## src/rtl/mp_pkg.sv

```systemverilog
// Shared definitions for the multi-precision datapath blocks.
// Holds default operand sizes, the sequencer state encoding and a ceil-div helper.
package mp_pkg;

    localparam int MP_WIDTH = 514;
    localparam int MP_LIMB  = 128;

    typedef enum logic [1:0] {
        IDLE = 2'd0,
        RUN  = 2'd1,
        DONE = 2'd2
    } mp_state_e;

    function automatic int ceil_div(input int n, input int d);
        return (n + d - 1) / d;
    endfunction

endpackage

```

## src/rtl/mp_limb_adder.sv

```systemverilog
// One limb slice of the multi-precision adder.
// Computes a + b + cin and returns the limb sum with its carry-out.
module mp_limb_adder #(
    parameter int LIMB = 128
) (
    input  logic [LIMB-1:0] a_i,
    input  logic [LIMB-1:0] b_i,
    input  logic            cin_i,
    output logic [LIMB-1:0] sum_o,
    output logic            cout_o
);

    // Full-width add with one extra bit to capture the carry-out.
    assign {cout_o, sum_o} = {1'b0, a_i} + {1'b0, b_i} + {{LIMB{1'b0}}, cin_i};

endmodule

```

## src/rtl/mp_addsub_seq.sv

```systemverilog
// Sequential WIDTH-bit add/subtract engine, one LIMB-bit limb per clock.
// Operands are zero-padded to NLIMB*LIMB bits; the flag comes from bit WIDTH of the padded sum.
module mp_addsub_seq
    import mp_pkg::*;
#(
    parameter int WIDTH = MP_WIDTH,
    parameter int LIMB  = MP_LIMB
) (
    input  logic             clk,
    input  logic             rstn,
    input  logic             start,
    input  logic             subtract,
    input  logic [WIDTH-1:0] A,
    input  logic [WIDTH-1:0] B,
    output logic [WIDTH:0]   C,
    output logic             done,
    output logic             busy
);

    localparam int NLIMB = ceil_div(WIDTH, LIMB);
    localparam int PW    = NLIMB * LIMB;
    localparam bit PAD   = (PW != WIDTH);
    localparam int FI    = PAD ? WIDTH : PW - 1;
    localparam int CW    = (NLIMB > 1) ? $clog2(NLIMB) : 1;
    localparam logic [CW-1:0] LAST = CW'(NLIMB - 1);

    mp_state_e       state_q;
    logic [CW-1:0]   cnt_q;
    logic            carry_q;
    logic            sub_q;
    logic [PW-1:0]   a_q;
    logic [PW-1:0]   b_q;
    logic [PW-1:0]   r_q;
    logic [WIDTH:0]  c_q;
    logic            done_q;

    logic [LIMB-1:0] limb_b;
    logic [LIMB-1:0] limb_sum;
    logic            limb_cout;
    logic [PW-1:0]   r_d;
    logic            flag_d;

    // Current limb operands; B is inverted (padding included) for subtraction.
    always_comb begin
        limb_b = sub_q ? ~b_q[LIMB-1:0] : b_q[LIMB-1:0];
    end

    mp_limb_adder #(
        .LIMB(LIMB)
    ) u_limb (
        .a_i   (a_q[LIMB-1:0]),
        .b_i   (limb_b),
        .cin_i (carry_q),
        .sum_o (limb_sum),
        .cout_o(limb_cout)
    );

    // Shift the new sum limb in from the top; pick the carry/borrow flag.
    always_comb begin
        r_d    = (r_q >> LIMB) | (PW'(limb_sum) << (PW - LIMB));
        flag_d = PAD ? r_d[FI] : (limb_cout ^ sub_q);
    end

    // Sequencer: accept in IDLE, ripple NLIMB limbs in RUN, pulse done in DONE.
    always_ff @(posedge clk or negedge rstn) begin
        if (!rstn) begin
            state_q <= IDLE;
            cnt_q   <= '0;
            carry_q <= 1'b0;
            sub_q   <= 1'b0;
            a_q     <= '0;
            b_q     <= '0;
            r_q     <= '0;
            c_q     <= '0;
            done_q  <= 1'b0;
        end else begin
            unique case (state_q)
                IDLE: begin
                    done_q <= 1'b0;
                    if (start) begin
                        a_q     <= PW'(A);
                        b_q     <= PW'(B);
                        sub_q   <= subtract;
                        carry_q <= subtract;
                        cnt_q   <= '0;
                        state_q <= RUN;
                    end
                end
                RUN: begin
                    a_q     <= a_q >> LIMB;
                    b_q     <= b_q >> LIMB;
                    r_q     <= r_d;
                    carry_q <= limb_cout;
                    cnt_q   <= cnt_q + CW'(1);
                    if (cnt_q == LAST) begin
                        c_q     <= {flag_d, r_d[WIDTH-1:0]};
                        done_q  <= 1'b1;
                        state_q <= DONE;
                    end
                end
                DONE: begin
                    done_q  <= 1'b0;
                    state_q <= IDLE;
                end
                default: begin
                    done_q  <= 1'b0;
                    state_q <= IDLE;
                end
            endcase
        end
    end

    assign C    = c_q;
    assign done = done_q;
    assign busy = (state_q != IDLE);

endmodule

```

## config.mk

```make
export PLATFORM = sky130hd
export DESIGN_NAME = mp_addsub_seq
export DESIGN_NICKNAME = d
export VERILOG_FILES = /design/src/rtl/mp_pkg.sv /design/src/rtl/mp_limb_adder.sv /design/src/rtl/mp_addsub_seq.sv
export SDC_FILE = /design/constraint.sdc
export NUM_CORES = 2
export LEC_CHECK = 0
export CAP_MARGIN = 20
export CORE_AREA = 2 2 599 601
export CTS_CLUSTER_DIAMETER = 80
export DETAILED_ROUTE_END_ITERATION = 7
export DIE_AREA = 0 0 601 603
export DONT_BUFFER_PORTS = 1
export HOLD_SLACK_MARGIN = 0.06
export SLEW_MARGIN = 20
export SYNTH_ARGS = -nofsm -noshare
export SYNTH_HDL_FRONTEND = slang
export SYNTH_SLANG_ARGS = --single-unit
export TNS_END_PERCENT = 20
```

## constraint.sdc

```tcl
create_clock -name clk -period 5.8 [get_ports clk]
set_input_delay 0.58 -clock clk [delete_from_list [all_inputs] [get_ports clk]]
set_output_delay 0.58 -clock clk [all_outputs]
set_load 0.01 [all_outputs]
```

# After elaboration in Yosys (flattened, before gate mapping)
# Index checks and enable logic that the tools add are counted.
# op_classes
multipliers,0
n_eq_ne,4
reduce_logical,7
mux,14
bitwise,2
n_div,0
shift,0
order_cmp,0
n_addsub,3
# ops
cell,n
$pmux 640 s2,2
$mux 640,2
$or 512x640->640,1
$add 128x128->129,1
$add 129x1->129,1
$mux 128,1
$not 128->128,1
$reduce_and 2->1,4
$pmux 3 s2,1
$mux 2,2
$ne 2x2->1 const B,2
$pmux 2 s2,1
$reduce_bool 2->1,2
$add 3x1->3 const B,1
$eq 3x3->1 const B,1
$mux 1,3
$mux 3,1
$eq 2x1->1 const B,1
$logic_not 2->1,1
$pmux 1 s2,1
# totals
latchBits,0
word_cells,39
mem_bits_rw,0
mem_bits_ro,0
in_bits,1032
out_inout_bits,517
mem_count,0
register_bits,2443

# Depth between registers and ports, before layout
# depth
ltp_word,5
mapped_depth,17
ltp_nobuf,14

# Cells and area by module
# From an unflattened synthesis, not the netlist that was laid out.
# unflattened
hier_cells,9340
hier_area_um2,92443.7
# modules_own_cells
module,area_each_um2,instances,cells_each,seq_area_each_um2
mp_addsub_seq,84163.2,1,8064,51624.5
mp_limb_adder,8280.4,1,1276,0.0

# Least setup slack after synthesis
# OpenSTA, ideal clock, no wires.
# synth_timing
kind,reg2reg
startpoint,register sub_q
endpoint,register r_q[592]
path_stages_with_launch,18
arrival_time_ps,4052
n_path_buf,3
setup_slack_ps,1623
synth_period_minus_slack_ps,4177
required_ps,5675
setup_time_ps,125
path_cell_list,dfrtp_1 clkbuf_1 clkbuf_1 buf_1 xnor2_1 fa_1 inv_1 fa_1 nand3_1 a31oi_1 o211ai_1 a21oi_1 o41ai_2 a2111oi_2 nor3b_2 o41a_1 xnor2_1 mux2_2
# synth_via
elab_chain_cells,4
# synth_lines
element,line_no,rtl
"start, declared",mp_addsub_seq.sv:30,logic sub_q;
"start signal, assigned",mp_addsub_seq.sv:83,sub_q <= subtract;
$mux 128,mp_addsub_seq.sv:45,limb_b = sub_q ? ~b_q[LIMB-1:0] : b_q[LIMB-1:0];
$add 128x128->129,mp_limb_adder.sv:14,"assign {cout_o, sum_o} = {1'b0, a_i} + {1'b0, b_i} + {{LIMB{1'b0}}, cin_i};"
$add 129x1->129,mp_limb_adder.sv:14,
$or 512x640->640,mp_addsub_seq.sv:60,r_d = (r_q >> LIMB) | (PW'(limb_sum) << (PW - LIMB));
"end signal, assigned",mp_addsub_seq.sv:92,r_q <= r_d;
"end, declared",mp_addsub_seq.sv:33,logic [PW-1:0] r_q;
# Every way passes these cells.
# A chain may end at the register's enable or synchronous reset.

# Worst setup path after layout
# layout_timing
startpoint,register sub_q
endpoint,register r_q[617]
# Same word-level chain as after synthesis.

==> impl_metrics.ini <==
[power]
power.leakage_nw = 53.7
finalPower_mw = 86.4
peakVddDrop_mv = 0.432
power_density_nw_per_um2 = 740

[route]
wl_per_cell_um = 26.3
detail-route-antenna-nets = 0
first_pass_iters = 8
drc = 6
vias = 83200
vias_per_cell = 4.93
drt_wl_total_mm = 443
drt_iter0_markers = 8664

[clocking]
root_buffer = clkbuf_16
clock_sink_count = 2063
cts_tree = yes
clk_pin_slew_ns = 0.06
cts_buffers = 270
h-tree-depth = 5
clock_latency_ns = 0.89
clockBufferDepth = 4

[setup_path]
worstPathRequired_ns = 6.54
crit_buf_inv = 1
reg2reg_setup_slack_ns = 1.15
crit_path_top_delay_cell = a2111oi_2
crit_path_max_incr_delay_ns = 0.59
r2r_cells = 13
crit_path_max_fanout = 56
r2r-end = r_q[617]$_DFFE_PN0P_
crit-reg2reg-launch = sub_q$_DFFE_PN0P_
cp_data_arrival_time_ns = 5.39
cpLargestDelayFamily = compound AO/OA/AOI/OAI gates
critPathCaptureType = flip-flop
start_kind = flip-flop
cp_cell_sequence = buf_12 > xor2_1 > ha_1 > nand4_1 > nor3_2 > nand2_1 > a2111oi_2 > o21ai_1 > a21boi_2 > a31oi_2 > nor3_1 > mux2i_1 > o311ai_0
path_class = flip-flop to flip-flop

[synthesis]
ys.flop_type = dfrtp_1
synth.avg_cell_area_um2 = 8.32
synthDistinctLibCells = 89
ys_top_cells_by_count = nand2_1 (5041), dfrtp_1 (2063), nor2_1 (926)
postSynthCellCount = 11100
yosysSeqAreaShare_pct = 55.8
ys_warn_count = 0
syn_nets = 12300
ys_async_sr_fraction_pct = 100
synth.area.top_cells = dfrtp_1 (56%), nand2_1 (20%), a31oi_1 (5.3%)
ys_seq_elements = 2063
synth_top_area_cell = dfrtp_1
yosysMostFrequentCell = nand2_1
synth_top_area_share_pct = 55.8
synth_edf_count = 0
synth_area_um2 = 92600

[finish]
nFillCells = 37000
layout.nets = 13000
regArea_um2 = 51600
syn2layout_area_growth_pct = 26.3
fin_area_um2 = 117000
drive_gt1_share_pct = 5.04
multi_input_area_um2 = 38000

[sta]
setup_tns_ns = 0
worst_pin_slew_ns = 1.27
fin_skew_ns = 0.0561
finalSetupViolations = 0
hold_viol = 0
period_minus_slack_ns = 4.65
final-max-slew-violation-count = 0
min_period_over_period_pct = 80.2
fmax_mhz = 215
rsz0062_at_grt = false
relSlewSlack_pct = 15.4

[global_routing]
first_global_vias = 81200
grt_overflow_total = 0
grt_pass1_wl_mm = 619
grt_use_total_pct = 23.6
antenna_found_initial = 194
grt_max_degree = 208

[run_status]
violations = DRC
status = complete, but fails checks

[floorplan]
placementRows = 219
die_h_um = 603
die_area_um2 = 362000
start_util_pct = 26.0
die_w_um = 601
core_area_um2 = 355000
ios = 1549

[min_path]
hp-class = input port to asynchronous set/reset pin

[place]
dpl.hpwl_mm = 333
place_area_um2 = 97300
io_buffers = 0
place_congestion = 0.936

[run]
drv_cap = 0
-- per-stage QoR --
stage | util, % | std cells | hold slack [ns] | worst slack (ns)
2_1_floorplan | - | 11100 | 0.284 | 1.62
3_3_place_gp | 27.3 | 15200 | 0.286 | 1.21
3_5_place_dp | 27.4 | 15200 | 0.285 | 1.21
4_1_cts | 32.8 | 16700 | 0.116 | 1.22
5_1_grt | 32.9 | 16800 | 0.137 | 0.999
6_report | 32.9 | 16900 | 0.194 | 1.15
-- where the power goes --
| group | switching [mW] | internal (mW) |
|---|---|---|
| clock network | 7.07 | 10.2 |
| registers | 8.78 | 21.3 |
| logic | 26.6 | 12.5 |
-- worst reg2reg max path, delay by kind of cell (launching register included) --
kind | cells | cell delay [ns]
AO/OA/AOI/OAI | 5 | 1.69
AND/OR/NAND/NOR | 4 | 1.04
flip-flops | 1 | 0.53
adder cells (fa/ha/maj) | 1 | 0.49
XOR/XNOR | 1 | 0.35
multiplexers | 1 | 0.23
buffers and inverters | 1 | 0.21
-- layer usage --
metal / up-vias / share of wire, % / track usage [%]
li1: 37800 / - / -
met1: 41100 / 43 / 30.6
met2: 3293 / 46 / 37.9
met3: 949 / 6.5 / 5.16
met4: 102 / 4.8 / 9.88
met5: - / 0.15 / 0
-- final cells by class --
type / count / area share [%]
Antenna cell: 109 / 0.233
Clock buffer: 366 / 6.53
Clock inverter: 111 / 1.13
Inverter: 38 / 0.128
Multi-Input combinational cell: 8270 / 32.5
Sequential cell: 2063 / 44.2
Tap cell: 4751 / 5.09
Timing Repair Buffer: 1150 / 10.2
-- cell families (layout without fill, tap and decap cells) --
| logic type | Yosys count | in the layout | synth area share [%] |
|---|---|---|---|
| compound gates | 1708 | 1708 | 11.2 |
| xor+xnor | 234 | 234 | 2.21 |
| fa+ha+maj | 131 | 131 | 1.79 |
| buf+inv | 791 | 1665 | 3.26 |
| flops | 2063 | 2063 | 55.8 |
| mux | 4 | 4 | 0.0460 |
| other cells | 0 | 109 | 0 |
| simple gates | 6193 | 6193 | 25.7 |
-- worst max-delay path by stage --
stage / from / to / slack (ns) / cells after the start
2_1_floorplan: sub_q$_DFFE_PN0P_ / r_q[592]$_DFFE_PN0P_ / 1.62 / 17
3_3_place_gp: sub_q$_DFFE_PN0P_ / r_q[638]$_DFFE_PN0P_ / 1.21 / 13
3_5_place_dp: sub_q$_DFFE_PN0P_ / r_q[638]$_DFFE_PN0P_ / 1.21 / 13
4_1_cts: sub_q$_DFFE_PN0P_ / r_q[638]$_DFFE_PN0P_ / 1.22 / 13
5_1_grt: sub_q$_DFFE_PN0P_ / r_q[585]$_DFFE_PN0P_ / 1.0 / 13
6_report: sub_q$_DFFE_PN0P_ / r_q[617]$_DFFE_PN0P_ / 1.15 / 13
-- placed cells by master (no fill, tap or decap), types with 53 or more instances in the layout --
cell           instances
a31oi_1              782
diode_2              109
ha_1                 129
nand4_1               79
nor2_1               926
o21ai_0              461
xor2_1               171
nand2_1             5039
a21oi_1              202
clkbuf_1              53
buf_4                 72
dfrtp_1             2062
xnor2_1               63
dlygate4sd3_1       1029
clkbuf_16            278
-- registers in the layout, indices dropped and copies added (netlist names) --
name     flops
a_q        514
carry_q      1
state_q      2
done         1
C          515
b_q        514
sub_q        1
r_q        512
cnt_q        3
-- timing repair --
item                       4_1_cts  5_1_grt
setup endpoints to repair        0        0
hold buffers                  1030        0
hold endpoints to repair      1505        0
resized for setup                0        0
setup buffers                    0        0
Note: power is estimated with default switching activity, not from simulation.
